===== config.mk =====
export PLATFORM = sky130hd
export DESIGN_NAME = seg_dma_wr_addr_gen
export DESIGN_NICKNAME = d
export VERILOG_FILES = /design/src/rtl/seg_dma_wr_addr_gen.sv
export SDC_FILE = /design/constraint.sdc
export NUM_CORES = 1
export LEC_CHECK = 0
export CAP_MARGIN = 0
export CORE_ASPECT_RATIO = 0.5
export CORE_MARGIN = 8
export CORE_UTILIZATION = 40
export CTS_CLUSTER_SIZE = 12
export DETAILED_ROUTE_END_ITERATION = 10
export PLACE_DENSITY_LB_ADDON = 0.3
export SETUP_SLACK_MARGIN = 0.3
export SYNTH_ARGS = -nofsm -noshare
export SYNTH_HDL_FRONTEND = slang
export SYNTH_SLANG_ARGS = --single-unit

===== constraint.sdc =====
create_clock -name clk -period 16 [get_ports clk]
set_clock_uncertainty 0.05 [all_clocks]
set_input_delay 4.8 -clock clk [delete_from_list [all_inputs] [get_ports clk]]
set_output_delay 4.8 -clock clk [all_outputs]
set_load 0.005 [all_outputs]

===== src/rtl/seg_dma_wr_addr_gen.sv =====
// seg_dma_wr_addr_gen: DMA write address generator.
// Stripes cache-line write requests round-robin over four segment bases,
// counts write completions and raises a sticky done once every line is acked.
module seg_dma_wr_addr_gen #(
   parameter int ADDR_WIDTH = 64,
   parameter int SIZE_WIDTH = 17,
   parameter int LINE_BYTES = 64
) (
   input  logic                  clk,
   input  logic                  rst,
   input  logic                  go,
   input  logic [SIZE_WIDTH-1:0] size,
   input  logic [ADDR_WIDTH-1:0] wr_addr_s0,
   input  logic [ADDR_WIDTH-1:0] wr_addr_s1,
   input  logic [ADDR_WIDTH-1:0] wr_addr_s2,
   input  logic [ADDR_WIDTH-1:0] wr_addr_s3,
   output logic                  req_valid,
   output logic [ADDR_WIDTH-1:0] req_addr,
   output logic [1:0]            req_seg,
   input  logic                  req_ready,
   input  logic                  wr_ack,
   output logic                  busy,
   output logic                  done
);

   localparam int LB_SHIFT = $clog2(LINE_BYTES);

   typedef enum logic [1:0] {IDLE, ISSUE, DRAIN} state_t;

   state_t                state_q, state_d;
   logic [SIZE_WIDTH-1:0] size_q, size_d;
   logic [ADDR_WIDTH-1:0] base0_q, base0_d, base1_q, base1_d;
   logic [ADDR_WIDTH-1:0] base2_q, base2_d, base3_q, base3_d;
   logic [SIZE_WIDTH-1:0] issue_cnt_q, issue_cnt_d;
   logic [SIZE_WIDTH-1:0] ack_cnt_q, ack_cnt_d;
   logic                  req_valid_q, req_valid_d;
   logic [ADDR_WIDTH-1:0] req_addr_q, req_addr_d;
   logic [1:0]            req_seg_q, req_seg_d;
   logic                  busy_q, busy_d;
   logic                  done_q, done_d;
   logic                  zero_pend_q, zero_pend_d;

   logic [SIZE_WIDTH-1:0] next_k;
   logic [SIZE_WIDTH:0]   ack_sum;
   logic                  xfer;

   // Byte address of line k: segment base plus one cache line per full stripe row.
   function automatic logic [ADDR_WIDTH-1:0] line_addr(
      input logic [ADDR_WIDTH-1:0] b0,
      input logic [ADDR_WIDTH-1:0] b1,
      input logic [ADDR_WIDTH-1:0] b2,
      input logic [ADDR_WIDTH-1:0] b3,
      input logic [SIZE_WIDTH-1:0] k
   );
      logic [ADDR_WIDTH-1:0] base;
      logic [ADDR_WIDTH-1:0] row;
      case (k[1:0])
         2'd0:    base = b0;
         2'd1:    base = b1;
         2'd2:    base = b2;
         default: base = b3;
      endcase
      row = ADDR_WIDTH'(k >> 2);
      return base + (row << LB_SHIFT);
   endfunction

   // Next-state and next-output logic for the IDLE/ISSUE/DRAIN controller.
   always_comb begin
      state_d     = state_q;
      size_d      = size_q;
      base0_d     = base0_q;
      base1_d     = base1_q;
      base2_d     = base2_q;
      base3_d     = base3_q;
      issue_cnt_d = issue_cnt_q;
      ack_cnt_d   = ack_cnt_q;
      req_valid_d = req_valid_q;
      req_addr_d  = req_addr_q;
      req_seg_d   = req_seg_q;
      busy_d      = busy_q;
      done_d      = done_q;
      zero_pend_d = 1'b0;

      next_k  = issue_cnt_q + SIZE_WIDTH'(1);
      ack_sum = {1'b0, ack_cnt_q} + {{SIZE_WIDTH{1'b0}}, wr_ack};
      xfer    = req_valid_q && req_ready;

      case (state_q)
         IDLE: begin
            // A zero-length go reports done one cycle after clearing it.
            if (zero_pend_q) done_d = 1'b1;
            if (go) begin
               done_d = 1'b0;
               if (size != '0) begin
                  size_d      = size;
                  base0_d     = wr_addr_s0;
                  base1_d     = wr_addr_s1;
                  base2_d     = wr_addr_s2;
                  base3_d     = wr_addr_s3;
                  issue_cnt_d = '0;
                  ack_cnt_d   = '0;
                  busy_d      = 1'b1;
                  req_valid_d = 1'b1;
                  req_addr_d  = wr_addr_s0;
                  req_seg_d   = 2'd0;
                  state_d     = ISSUE;
               end else begin
                  zero_pend_d = 1'b1;
               end
            end
         end
         ISSUE: begin
            ack_cnt_d = ack_sum[SIZE_WIDTH-1:0];
            if (xfer) begin
               if (issue_cnt_q == size_q - SIZE_WIDTH'(1)) begin
                  req_valid_d = 1'b0;
                  state_d     = DRAIN;
               end else begin
                  issue_cnt_d = next_k;
                  req_addr_d  = line_addr(base0_q, base1_q, base2_q, base3_q, next_k);
                  req_seg_d   = next_k[1:0];
               end
            end
         end
         DRAIN: begin
            ack_cnt_d = ack_sum[SIZE_WIDTH-1:0];
            if (ack_sum == {1'b0, size_q}) begin
               done_d  = 1'b1;
               busy_d  = 1'b0;
               state_d = IDLE;
            end
         end
         default: state_d = IDLE;
      endcase
   end

   // State and output registers; asynchronous reset leaves no residual transfer state.
   always_ff @(posedge clk or posedge rst) begin
      if (rst) begin
         state_q     <= IDLE;
         size_q      <= '0;
         base0_q     <= '0;
         base1_q     <= '0;
         base2_q     <= '0;
         base3_q     <= '0;
         issue_cnt_q <= '0;
         ack_cnt_q   <= '0;
         req_valid_q <= 1'b0;
         req_addr_q  <= '0;
         req_seg_q   <= 2'd0;
         busy_q      <= 1'b0;
         done_q      <= 1'b0;
         zero_pend_q <= 1'b0;
      end else begin
         state_q     <= state_d;
         size_q      <= size_d;
         base0_q     <= base0_d;
         base1_q     <= base1_d;
         base2_q     <= base2_d;
         base3_q     <= base3_d;
         issue_cnt_q <= issue_cnt_d;
         ack_cnt_q   <= ack_cnt_d;
         req_valid_q <= req_valid_d;
         req_addr_q  <= req_addr_d;
         req_seg_q   <= req_seg_d;
         busy_q      <= busy_d;
         done_q      <= done_d;
         zero_pend_q <= zero_pend_d;
      end
   end

   assign req_valid = req_valid_q;
   assign req_addr  = req_addr_q;
   assign req_seg   = req_seg_q;
   assign busy      = busy_q;
   assign done      = done_q;

endmodule

### Word-level counts from Yosys, hierarchy flattened

Index checks and enable logic that the tools add are counted.

| operators by class | value |
|---|---|
| add/subtract/negate cells | 4 |
| equality and inequality tests | 13 |
| muxes and demuxes | 40 |
| reductions and logical operators | 15 |

Operator list:

| kind | number |
|---|---|
| $mux W64 | 7 |
| $pmux W64 S3 | 1 |
| $pmux W64 S2 | 1 |
| $mux W17 | 4 |
| $pmux W17 S2 | 2 |
| $add A64 B21 Y64 | 1 |
| $add A17 B1 Y18 | 1 |
| $eq A18 B17 Y1 | 1 |
| $mux W2 | 9 |
| $add A17 B1 Y17 const B | 1 |
| $eq A17 B17 Y1 | 1 |
| $reduce_bool A17 Y1 | 1 |
| $sub A17 B1 Y17 const B | 1 |
| $reduce_and A5 Y1 | 3 |
| $ne A2 B2 Y1 const B | 6 |
| $mux W1 | 11 |
| $reduce_and A3 Y1 | 3 |
| $pmux W1 S2 | 3 |
| $pmux W2 S3 | 1 |
| $reduce_bool A2 Y1 | 3 |
| $eq A2 B1 Y1 const B | 2 |
| $eq A2 B2 Y1 const B | 2 |
| $logic_not A2 Y1 | 2 |
| $pmux W2 S2 | 1 |
| other kinds (4) | 4 |

| storage, ports and cells | value |
|---|---|
| register bits after elaboration | 379 |
| input bits | 278 |
| output and inout bits | 69 |
| word-level logic and storage cells | 86 |

### Longest topological paths before layout

| logic depth | value |
|---|---|
| depth after elaboration | 10 |
| depth in mapped cells | 21 |
| mapped depth without buffers | 16 |

### Worst setup path before layout

OpenSTA, ideal clock, no wires.

| timing path | value |
|---|---|
| path type | input to register |
| start | input wr_ack |
| end | register state_q[0] |
| setup time | 0.082 ns |
| arrival time | 7.326 ns |
| required time | 15.868 ns |
| setup slack | 8.542 ns |
| stages | 10 |
| path buffers | 0 |
| cell sequence | ha_1 > ha_1 > nand3_1 > nor4_1 > nand3_1 > xnor2_1 > a2111o_1 > o31ai_1 > a31oi_1 > a31oi_1 |

| between the ends | value |
|---|---|
| word-level cells in the longest chain between the ends | 4 |

RTL lines:

| what | line | RTL |
|---|---|---|
| start: declaration | 21 | `input logic wr_ack,` |
| $add A17 B1 Y18 | 85 | `ack_sum = {1'b0, ack_cnt_q} + {{SIZE_WIDTH{1'b0}}, wr_ack};` |
| $eq A18 B17 Y1 | 127 | `if (ack_sum == {1'b0, size_q}) begin` |
| $ne A2 B2 Y1 (no line) | - |  |
| $reduce_and A5 Y1 (no line) | - |  |
| end signal: assignment | 155 | `state_q <= state_d;` |
| end: declaration | 30 | `state_t state_q, state_d;` |

No other way between the ends.
A chain may end at the register's enable or synchronous reset.

### Worst setup path in the final report

| timing path | value |
|---|---|
| start | input size[10] |
| end | register base0_q[39] |

| between the ends | value |
|---|---|
| word-level cells in the longest chain between the ends | 2 |

RTL lines:

| what | line | RTL |
|---|---|---|
| start: declaration | 12 | `input logic [SIZE_WIDTH-1:0] size,` |
| $reduce_bool A17 Y1 | 94 | `if (size != '0) begin` |
| $reduce_and A3 Y1 (no line) | - |  |
| end signal: assignment | 157 | `base0_q <= base0_d;` |
| end: declaration | 32 | `logic [ADDR_WIDTH-1:0] base0_q, base0_d, base1_q, base1_d;` |

No other way between the ends.

==> flow_summary.yaml <==
outcome:
  outcome: "finished clean"
routing:
  wl_per_cell_um: 21.56
  vias: 15369
  ant_nets: 0
  drtIter0Drc: 1277
  drcViolationCount: 0
  finalWirelength_mm: 59.28
  firstDrtPassIters: 7
  vias_per_cell: 5.589
setup_path:
  reg2reg_from: "issue_cnt_q[0]$_DFFE_PP0P_"
  crit_chain: "clkdlybuf4s50_1 > nor4_1 > nand4_1 > nor4_1 > or3_4 > buf_4 > buf_4 > mux2_2"
  regToRegSetupSlack_ns: 10.09
  cp_data_required_time_ns: 16.36
  cp_max_fo: 79
  crit_path_start_kind: "input port"
  crit_start: "size[10]"
  endpoint_kind: "register"
  slowest_stage: "buf_4"
  crit_type: "input port to register"
  max_stage_delay_ns: 0.89
  crit_arrival_ns: 9.63
floorplan:
  num_rows: 57
  coreArea_um2: 48350
  io_pins: 347
  dieHeight_um: 172.2
  chipWidth_um: 328.4
  die_area_um2: 56550
  start_util_pct: 40.36
global_routing:
  grt_pass1_wl_mm: 91.06
  grt_pass1_vias: 15563
  track_usage_pct: 20.28
  gr-total-overflow: 0
  antenna_found_initial: 6
  grt_max_degree: 151
worst_hold_path:
  hp-start: "req_addr[41]$_DFFE_PP0P_"
  hold_class: "register to register"
power:
  total_power_mw: 4.708
  power_density_nw_per_um2: 191.0
  p_leak_nw: 9.973
  power.share.clock_pct: 17.9
  vdd_drop_max_mv: 0.08367
  switchingPower_mw: 1.777
  power_frac_comb_pct: 45.2
  swShare_pct: 37.75
  pwr-share-seq_pct: 36.8
  p_int_mw: 2.931
cells_and_area:
  stdcell_area_um2: 24650
  drive_above_1_share_pct: 17.61
  mostFrequentLayoutCell: "dfrtp_1"
  area_growth_pct: 26.29
  fillers: 4433
  mostFrequentLayoutCells: "377 x dfrtp_1, 346 x clkdlybuf4s50_1, 273 x mux2_2"
  final_nets: 2385
clock_network:
  cts_root_buffer: "clkbuf_16"
  cts_tree: "done"
  ctsResizeCount: 0
  cts_buffer_depth: 3
  clkTransAtPathRegs_ns: 0.06
  hold_buffers: 0
  h-tree-depth: 2
  post-cts-setup-buffer-count: 0
  cts_num_sinks: 377
  cts_buffers: 39
  clk_latency_ns: 0.54
placement:
  port_buffers: 346
  place_ws_ns: 6.262
  dpl_cell_area_um2: 23520
  dp_hpwl_mm: 42.18
  gp_congestion: 0.8673
timing:
  setup_tns_ns: 0
  setup_viol_count_final: 0
  maxSlewHeadroom_pct: 30.31
  fmax_mhz: 107.8
  setup_slack_ns: 6.725
  tightest_slew_ns: 1.045
  drv_slew: 0
  min_period_ns: 9.275
  timing.final.hold_violations: 0
  final.period_utilization_pct: 57.97
  rsz0062_at_grt: "false"
logic_synthesis:
  syn_area_per_cell_um2: 10.88
  ys_seq_area_share_pct: 48.34
  ys_warn_count: 0
  synth_ff_type: "dfrtp_1"
  syn-instance-count: 1794
  ys_types: 67
  netlist_area_um2: 19520
  synth_edf_count: 0
  ys_ff_latch: 377
  synthArstFlopShare_pct: 100.0
  syn_nets: 2098
flow_run:
  timing.max_cap.violations: 0
-- path summary, 6_finish.rpt --
path,to,cells after the start
worst max-delay path,base0_q[39]$_DFFE_PP0P_,8
worst min-delay path,req_addr[41]$_DFFE_PP0P_,1
worst max register to register,req_addr[48]$_DFFE_PP0P_,14
worst min register to register,req_addr[41]$_DFFE_PP0P_,1
max in group asynchronous,ack_cnt_q[15]$_DFFE_PP0P_,4
min in group asynchronous,base1_q[32]$_DFFE_PP0P_,2
-- Yosys cell counts, drive strengths merged (11+ instances only) --
library cell	number	area, um2
a21o	12	90.09
dfrtp	377	9434
o21ai	124	620.6
mux2i	42	420.4
a222oi	59	590.6
nor4	25	162.6
a211oi	14	110.1
and3	18	112.6
inv	29	108.9
nand4	25	162.6
nand3	53	265.3
o31ai	13	97.59
nor3	20	100.1
a21oi	69	345.3
buf	38	196.4
xnor2	74	648.1
nand2	156	585.6
clkbuf	82	310.3
xor2	42	367.9
a31oi	11	75.07
o211ai	16	120.1
ha	25	312.8
nor2	85	319.1
mux2	273	3074
-- state kept, by name (all words and copies together) (netlist names) --
signal / flops
ack_cnt_q: 17
base0_q: 64
base1_q: 64
base2_q: 64
base3_q: 64
busy: 1
done: 1
issue_cnt_q: 17
req_addr: 64
req_valid: 1
size_q: 17
state_q: 2
zero_pend_q: 1
-- layer usage --
| layer | up-vias | global-route usage, % | wire [um] |
|---|---|---|---|
| met2 | 375 | 36.47 | 30900 |
| met3 | 94 | 2.865 | 2557 |
| met1 | 7746 | 25.34 | 24190 |
| met5 | - | 0 | 0 |
| li1 | 7154 | - | - |
| met4 | 0 | 6.290 | 1634 |
-- cell families after synthesis --
logic type / share of synthesized area (%)
and+or+nand+nor: 11.02
DFF: 48.34
AOI/OAI and AO/OA: 12.67
muxes: 17.90
buffers and inverters: 3.154
xor gates and xnor gates: 5.205
adders and majority gates: 1.705
-- worst max-delay path: cells and delay by family --
kind                   cells  cell delay [ns]
multiplexers               1             0.42
AND/OR/NAND/NOR            4             2.05
buffers and inverters      3             2.17
-- stage by stage --
step / util, % / hold WS, ns / cells
final: 50.98 / 0.4262 / 2750
after global placement: 48.63 / 0.4114 / 2689
after global routing: 50.98 / 0.4454 / 2750
after detailed placement: 48.63 / 0.4152 / 2689
after floorplan: - / 0.4226 / 1794
after CTS: 50.94 / 0.4291 / 2744
-- layout make-up --
type | instances | area [um2] | share of cell area (%)
repair buffers | 366 | 3626 | 14.71
diodes | 6 | 15.01 | 0.06091
inverters | 29 | 116.4 | 0.4721
flip-flops and latches | 377 | 9434 | 38.27
multi-input cells | 1268 | 9528 | 38.65
clock inverters | 3 | 22.52 | 0.09137
well taps | 649 | 812.0 | 3.294
clock buffers | 52 | 1095 | 4.442
-- power groups by stage --
stage / Sequential [mW] / Clock (mW) / Combinational, mW
3_3_place_gp: 1.73 / 0 / 2.10
5_1_grt: 1.79 / 0.908 / 2.33
3_5_place_dp: 1.74 / 0 / 2.13
4_1_cts: 1.73 / 0.867 / 2.15
6_report: 1.73 / 0.845 / 2.13
2_1_floorplan: 1.62 / 0 / 1.53
Power figures use the tool's default switching activity.
